===== config.mk =====
export PLATFORM = sky130hd
export DESIGN_NAME = fm_pipe_arbiter
export DESIGN_NICKNAME = d
export VERILOG_FILES = /design/src/rtl/fm_pipe_arbiter_pkg.sv /design/src/rtl/fm_pipe_arbiter_tag.sv /design/src/rtl/fm_pipe_arbiter.sv
export SDC_FILE = /design/constraint.sdc
export NUM_CORES = 1
export LEC_CHECK = 0
export ABC_AREA = 1
export CORE_AREA = 2 2 102 104
export DETAILED_ROUTE_END_ITERATION = 12
export DIE_AREA = 0 0 104 106
export DONT_BUFFER_PORTS = 1
export HOLD_SLACK_MARGIN = 0.06
export PLACE_DENSITY = 0.38
export SLEW_MARGIN = 20
export SYNTH_ARGS = -nofsm -noshare
export SYNTH_HDL_FRONTEND = slang
export SYNTH_SLANG_ARGS = --single-unit

===== constraint.sdc =====
create_clock -name CLK -period 3 [get_ports CLK]
set_clock_uncertainty 0.15 [all_clocks]
set_input_delay 0.45 -clock CLK [delete_from_list [all_inputs] [get_ports CLK]]
set_output_delay 0.45 -clock CLK [all_outputs]
set_load 0.02 [all_outputs]

===== src/rtl/fm_pipe_arbiter_pkg.sv =====
// Shared types and constants for the two-requester FP multiply/MAC pipeline arbiter.
package fm_pipe_arbiter_pkg;

    typedef logic req_idx_t;

    typedef struct packed {
        logic     v;
        req_idx_t tag;
    } shadow_t;

    // Matches the depth of the MAC pipeline this arbiter normally fronts.
    localparam int DEF_LATENCY = 10;

    localparam req_idx_t REQ0 = 1'b0;
    localparam req_idx_t REQ1 = 1'b1;

endpackage


===== src/rtl/fm_pipe_arbiter_tag.sv =====
// LATENCY-deep {valid, tag} delay line that rides alongside a fixed-latency datapath.
module fm_tag_pipe
    import fm_pipe_arbiter_pkg::*;
#(
    parameter int LATENCY = DEF_LATENCY
) (
    input  logic clk,
    input  logic rst_n,
    input  logic i_v,
    input  logic i_tag,
    output logic o_v,
    output logic o_tag
);

    shadow_t r_stage [LATENCY];

    always_ff @(posedge clk or negedge rst_n) begin
        if (!rst_n) begin
            for (int k = 0; k < LATENCY; k++) begin
                r_stage[k] <= '0;
            end
        end else begin
            r_stage[0] <= '{v: i_v, tag: i_tag};
            for (int k = 1; k < LATENCY; k++) begin
                r_stage[k] <= r_stage[k-1];
            end
        end
    end

    // The tail lines up with the datapath output on the same edge.
    assign o_v   = r_stage[LATENCY-1].v;
    assign o_tag = r_stage[LATENCY-1].tag;

endmodule


===== src/rtl/fm_pipe_arbiter.sv =====
// Round-robin issue of two requesters into one non-stallable FP pipeline, with
// per-requester credit limits and tag-based result routing.
module fm_pipe_arbiter
    import fm_pipe_arbiter_pkg::*;
#(
    parameter int LATENCY = DEF_LATENCY,
    parameter int WIDTH   = 32,
    parameter int MAX_OUT = 4
) (
    input  logic             CLK,
    input  logic             RESETn,
    input  logic             req0_valid,
    input  logic [WIDTH-1:0] req0_a,
    input  logic [WIDTH-1:0] req0_b,
    output logic             req0_ready,
    input  logic             req1_valid,
    input  logic [WIDTH-1:0] req1_a,
    input  logic [WIDTH-1:0] req1_b,
    output logic             req1_ready,
    output logic             pipe_valid,
    output logic [WIDTH-1:0] pipe_a,
    output logic [WIDTH-1:0] pipe_b,
    input  logic [WIDTH-1:0] pipe_res,
    output logic             res0_valid,
    output logic             res1_valid,
    output logic [WIDTH-1:0] res_data,
    output logic             idle
);

    localparam int CW = 4;

    logic [CW-1:0] r_cnt0;
    logic [CW-1:0] r_cnt1;
    req_idx_t      r_rr_last;

    logic w_elig0;
    logic w_elig1;
    logic w_grant0;
    logic w_grant1;
    logic w_tail_v;
    logic w_tail_tag;

    // Readiness is gated by RESETn so nothing is accepted while reset is held.
    assign w_elig0 = RESETn && req0_valid && (r_cnt0 < CW'(MAX_OUT));
    assign w_elig1 = RESETn && req1_valid && (r_cnt1 < CW'(MAX_OUT));

    always_comb begin
        w_grant0 = 1'b0;
        w_grant1 = 1'b0;
        if (w_elig0 && w_elig1) begin
            if (r_rr_last == REQ0) w_grant1 = 1'b1;
            else                   w_grant0 = 1'b1;
        end else begin
            w_grant0 = w_elig0;
            w_grant1 = w_elig1;
        end
    end

    assign req0_ready = w_grant0;
    assign req1_ready = w_grant1;
    assign pipe_valid = w_grant0 | w_grant1;
    assign pipe_a     = w_grant0 ? req0_a : (w_grant1 ? req1_a : '0);
    assign pipe_b     = w_grant0 ? req0_b : (w_grant1 ? req1_b : '0);

    fm_tag_pipe #(.LATENCY(LATENCY)) u_tag_pipe (
        .clk   (CLK),
        .rst_n (RESETn),
        .i_v   (pipe_valid),
        .i_tag (w_grant1),
        .o_v   (w_tail_v),
        .o_tag (w_tail_tag)
    );

    assign res0_valid = w_tail_v && !w_tail_tag;
    assign res1_valid = w_tail_v &&  w_tail_tag;
    assign res_data   = pipe_res;
    assign idle       = (r_cnt0 == '0) && (r_cnt1 == '0);

    always_ff @(posedge CLK or negedge RESETn) begin
        if (!RESETn) begin
            r_cnt0    <= '0;
            r_cnt1    <= '0;
            r_rr_last <= REQ1;
        end else begin
            // Grant and result on the same edge cancel out.
            if (w_grant0 && !res0_valid)      r_cnt0 <= r_cnt0 + CW'(1);
            else if (!w_grant0 && res0_valid) r_cnt0 <= r_cnt0 - CW'(1);
            if (w_grant1 && !res1_valid)      r_cnt1 <= r_cnt1 + CW'(1);
            else if (!w_grant1 && res1_valid) r_cnt1 <= r_cnt1 - CW'(1);
            if (pipe_valid) r_rr_last <= w_grant1;
        end
    end

    a_cnt0_max: assert property (@(posedge CLK) disable iff (!RESETn) r_cnt0 <= CW'(MAX_OUT));
    a_cnt1_max: assert property (@(posedge CLK) disable iff (!RESETn) r_cnt1 <= CW'(MAX_OUT));
    a_cnt0_udf: assert property (@(posedge CLK) disable iff (!RESETn) res0_valid |-> r_cnt0 != '0);
    a_cnt1_udf: assert property (@(posedge CLK) disable iff (!RESETn) res1_valid |-> r_cnt1 != '0);

endmodule

# After elaboration in Yosys (flattened, before gate mapping)
# Index checks and enable logic that the tools add are counted.
# Widths: inputs -> output; s select.
[word_totals]
inputBits = 164
reg_bits = 29
elab_cells = 63
output_inout_bits = 102
[op_classes]
n_addsub = 4
reduce_logical = 21
n_lt_le_gt_ge = 2
n_bitwise = 1
muxes = 12
[op_table]
columns = ["operator", "n"]
rows = [
  ["$mux 32", 4],
  ["$mux 4", 4],
  ["$logic_and 1x1->1", 12],
  ["$add 4x1->4 const B", 2],
  ["$logic_not 4->1", 2],
  ["$lt 4x3->1 const B", 2],
  ["$sub 4x1->4 const B", 2],
  ["$logic_not 1->1", 5],
  ["$mux 1", 4],
  ["$reduce_bool 2->1", 2],
  ["$or 1x1->1", 1],
]

# Longest topological paths before layout
[depth]
word_depth = 8
depth_mapped = 16
mapped_depth_nobuf = 15

# Hierarchy
# A second synthesis with hierarchy kept.
[hier_totals]
hier_cells = 361
hier_area_um2 = 2464.9
[by_module_without_submodules]
columns = ["mod", "instances", "cells_each", "seq_area_each_um2", "area_per_inst_um2"]
rows = [
  ["fm_pipe_arbiter", 1, 341, 226.5, 1964.4],
  ["fm_tag_pipe", 1, 20, 500.5, 500.5],
]

# Worst setup path before layout
# OpenSTA, ideal clock, no wires.
[synth_path]
path_type = "register -> register"
start = "reg r_cnt0[3]"
end = "reg r_cnt0[3]"
path_buffers = 2
setup_slack_ns = 0.395
period_less_slack_ns = 2.605
stages_incl_launch_ff = 15
t_required_ns = 2.734
setup_time_ns = 0.116
arrival_ns = 2.339
path_cell_list = "dfrtp_1 > or2_1 > nor2_2 > buf_4 > buf_4 > nand2_1 > inv_1 > ha_1 > inv_1 > ha_1 > or2_2 > nand3_1 > nand2_1 > nand2_1 > nand2_1"
[synth_between]
elab_chain_len = 7
word_cells_on_any_way = 12
cone_classes = "2 x add/sub; 1 x order compare; 3 x mux; 6 x reduce/logical"
[synth_lines]
columns = ["item", "line_no", "source"]
rows = [
  ["from (decl)", "fm_pipe_arbiter.sv:32", "logic [CW-1:0] r_cnt0;"],
  ["from (signal assigned)", "fm_pipe_arbiter.sv:86", "if (w_grant0 && !res0_valid) r_cnt0 <= r_cnt0 + CW'(1);"],
  ["from (signal assigned)", "fm_pipe_arbiter.sv:87", "else if (!w_grant0 && res0_valid) r_cnt0 <= r_cnt0 - CW'(1);"],
  ["$lt 4x3->1 *", "fm_pipe_arbiter.sv:44", "assign w_elig0 = RESETn && req0_valid && (r_cnt0 < CW'(MAX_OUT));"],
  ["$logic_and 1x1->1 *", "fm_pipe_arbiter.sv:44", ""],
  ["$logic_and 1x1->1", "fm_pipe_arbiter.sv:50", "if (w_elig0 && w_elig1) begin"],
  ["$mux 1 *", "fm_pipe_arbiter.sv:50", ""],
  ["named net req0_ready", "fm_pipe_arbiter.sv:15", "output logic req0_ready,"],
  ["$logic_not 1->1", "fm_pipe_arbiter.sv:87", ""],
  ["$logic_and 1x1->1", "fm_pipe_arbiter.sv:87", ""],
  ["$reduce_bool 2->1 (no source line)", "n/a", ""],
]
# The timed path passes the listed nets; every way through them passes the cells marked *. The select of a mux whose other input is x is not followed.
# A chain may end at the register's enable or synchronous reset.

# Worst setup path in the final report
[layout_path]
start = "reg r_cnt1[3]"
end = "out pipe_b[8]"
[layout_between]
elab_chain_len = 6
word_cells_on_any_way = 7
cone_classes = "1 x order compare; 4 x mux; 2 x reduce/logical"
[layout_lines]
columns = ["item", "line_no", "source"]
rows = [
  ["from (decl)", "fm_pipe_arbiter.sv:33", "logic [CW-1:0] r_cnt1;"],
  ["from (signal assigned)", "fm_pipe_arbiter.sv:88", "if (w_grant1 && !res1_valid) r_cnt1 <= r_cnt1 + CW'(1);"],
  ["from (signal assigned)", "fm_pipe_arbiter.sv:89", "else if (!w_grant1 && res1_valid) r_cnt1 <= r_cnt1 - CW'(1);"],
  ["$lt 4x3->1 *", "fm_pipe_arbiter.sv:45", "assign w_elig1 = RESETn && req1_valid && (r_cnt1 < CW'(MAX_OUT));"],
  ["$logic_and 1x1->1 *", "fm_pipe_arbiter.sv:45", ""],
  ["$logic_and 1x1->1", "fm_pipe_arbiter.sv:50", ""],
  ["$mux 1", "fm_pipe_arbiter.sv:50", ""],
  ["$mux 32", "fm_pipe_arbiter.sv:63", "assign pipe_b = w_grant0 ? req0_b : (w_grant1 ? req1_b : '0);"],
  ["$mux 32 *", "fm_pipe_arbiter.sv:63", ""],
  ["to (decl)", "fm_pipe_arbiter.sv:22", "output logic [WIDTH-1:0] pipe_b,"],
]
# Mark *: on every way between the ends. The rest lies on a longest branch, timed or not.

==> results.toml <==
[placed_design]
placedInstanceArea_sq_mm = 0.00227
place_hpwl_mm = 6.77
gp_congestion = 0.950
io_buffer_count = 0

[cells_and_area]
regArea_sq_um = 727
multiInputGateArea_sq_mm = 0.00127
finish.utilization = 0.242
design_area_sq_mm = 0.00242
syn_to_final_growth_pct = -1.88
antenna_cells = 0
fillCellCount = 1166
final_layout_size_suffix_gt1_frac = 0.0692
nNetsFinal = 489

[worst_setup_path]
crit_path_end_kind = "output pin"
criticalPathCategory = "reg2out"
r2r_end = "r_cnt1[3]"
ff2ff_setup_slack_ns = 0.49
worst_r2r_path_depth = 13
crit_required_ns = 2.40
cp-startpoint = "r_cnt1[3]"
r2r-start = "r_cnt0[3]"
startpoint_type = "register"
arrival_ns = 2.18
crit_path_max_fanout = 64

[sta]
rsz0062_at_grt = "no"
hold_viol = 0
worstMarginPinSlew_ns = 0.679
tns_ns = 0
setup_viol = 0
fmax_ghz = 0.360
relSlewSlack = 0.548
period_needed_ns = 2.78
drv_slew = 0
final.period_utilization = 0.927

[min_path]
hold_end = "u_tag_pipe.o_v"
min_path_cells = 0
hold_path.class = "reg2reg"
hp-start = "u_tag_pipe.r_stage[3]"

[routing]
dr_wl_met2_mm = 4.48
highest_layer = "met4"
dr.pass1.iters = 5
routedLengthMet1_mm = 3.12
drtIter0Drc = 194
drcViolationCount = 0
routed_wl_mm = 8.70
via_count = 2301
ant_nets = 0
wl_per_cell_um = 19.2
viasPerCell = 5.07
wl_met3_um = 787

[die]
die_w_um = 104
die_area_sq_mm = 0.0110
rows = 37
design.core.area_sq_mm = 0.0100
io_pins = 266
initial_core_util = 0.246
die_h_um = 106

[power_and_ir_drop]
comb_power_share = 0.342
p_switching_mw = 0.513
internal-power_mw = 0.856
seq_power_share = 0.352
power_frac_clock = 0.307
ir_drop_v = 0.000194
p_per_area_mw_per_mm2 = 566
p_leak_nw = 1.28
switching_share = 0.375

[synthesis]
ys_seq_elements = 29
syn_nets = 533
yosysUniqueCellTypes = 20
synth_cells = 361
netlist_area_sq_mm = 0.00246
avgSynthCellArea_sq_um = 6.83
ys_seq_area_frac = 0.295
ys_warn_count = 0

[clock_network]
cts_tree = "built"
numCtsBuffers = 5
htreeDepth = 2
cts.clk_slew.worst_paths_ns = 0.06
clock_latency_ns = 0.28
clock_path_buffers = 2
cts_setup_buffers = 0
cts_sinks = 29
cts_root_buffer = "clkbuf_8"

[global_route]
grt-ovfl-total = 0
antenna_found_initial = 0
grt_pass1_vias = 2070
grt_pass1_wl_mm = 12.3
grt_usage = 0.145
grt_max_degree = 66

[run_status]
status = "complete, no violations"

[run]
cap_viol_max_count = 0
cell usage after synthesis, drive strengths merged:
cell type,number,area (sq um)
dfrtp,28,701
nor4,1,6.26
ha,6,75.1
fa,2,40.0
nand4,1,6.26
xnor2,4,35.0
and3,1,6.26
buf,56,413
dfstp,1,26.3
o21ai,3,15.0
nand3,130,651
nor2,6,25.0
or2,3,18.8
inv,14,52.6
clkbuf,4,15.0
nand2,101,379
metrics by stage:
| stage | worst slack [ns] | hold slack, ns | power [mW] | std cells |
|---|---|---|---|---|
| 2_1_floorplan | 0.395 | 0.00441 | 0.945 | 361 |
| 5_1_grt | 0.0452 | 0.202 | 1.47 | 454 |
| 6_report | 0.219 | 0.197 | 1.37 | 454 |
| 3_5_place_dp | 0.492 | 0.00505 | 0.949 | 444 |
| 3_3_place_gp | 0.508 | 0.00507 | 0.955 | 444 |
| 4_1_cts | 0.176 | 0.198 | 1.39 | 454 |
flip-flops by register name, summed over array words and instances, names as in the netlist:
name and flops:
u_tag_pipe.o_v 1, u_tag_pipe.r_stage 18, r_rr_last 1, r_cnt1 4, u_tag_pipe.o_tag 1, r_cnt0 4
power by group through the flow:
| stage | sequential, mW | clock [mW] | combinational (mW) |
|---|---|---|---|
| 2_1_floorplan | 0.479 | 0 | 0.467 |
| 3_3_place_gp | 0.491 | 0 | 0.464 |
| 3_5_place_dp | 0.489 | 0 | 0.460 |
| 4_1_cts | 0.482 | 0.431 | 0.473 |
| 5_1_grt | 0.491 | 0.455 | 0.526 |
| 6_report | 0.481 | 0.420 | 0.468 |
cell usage in the layout, fill, tap and decap left out, drive strengths merged, types with 2 or more instances in the layout:
cell and instances:
buf 8, clkbuf 6, dfrtp 28, fa 2, ha 6, inv 14, nand2 101, nand3 130
nor2 6, o21ai 3, or2 3, xnor2 4
per-layer routing:
| layer | up-vias | global-route usage |
|---|---|---|
| met4 | 0 | 0.0608 |
| li1 | 1066 | - |
| met5 | - | 0 |
| met1 | 1054 | 0.165 |
| met2 | 169 | 0.257 |
| met3 | 12 | 0.0374 |
cell type report:
type                    instances  area share
clock buffers                   6      0.0341
inverters                      14      0.0217
clock inverters                 2      0.0155
well taps                     136      0.0704
repair buffers                  9      0.0341
flip-flops and latches         29       0.301
multi-input cells             258       0.524
worst max-delay path: stages, from the launching register on:
cell and delay (ns):
dfrtp_1 0.41, nor2_1 0.20, and3_2 0.22, buf_4 0.53
nand3_1 0.27, nand2_1 0.25
how the worst max path moves through the flow:
stage	end	slack, ns	cells past startpoint
finish	pipe_b[8]	0.22	5
global placement	r_cnt1[3]	0.51	13
floorplan	r_cnt0[3]	0.39	14
global route	pipe_b[8]	0.05	5
CTS	pipe_b[8]	0.18	5
detailed placement	pipe_b[8]	0.49	5
repair_timing:
item | 4_1_cts | 5_1_grt
gates resized for setup | 0 | 0
endpoints found under the hold margin | 29 | 0
hold buffers | 2 | 0
cell families after synthesis:
group                    after synthesis  share of synthesized area
AND/OR/NAND/NOR                      243                      0.443
adder cells (fa/ha/maj)                8                     0.0467
flip-flops                            29                      0.295
buffers and inverters                 74                      0.195
AO/OA/AOI/OAI                          3                    0.00609
XOR/XNOR                               4                     0.0142
Power figures use the tool's default switching activity.
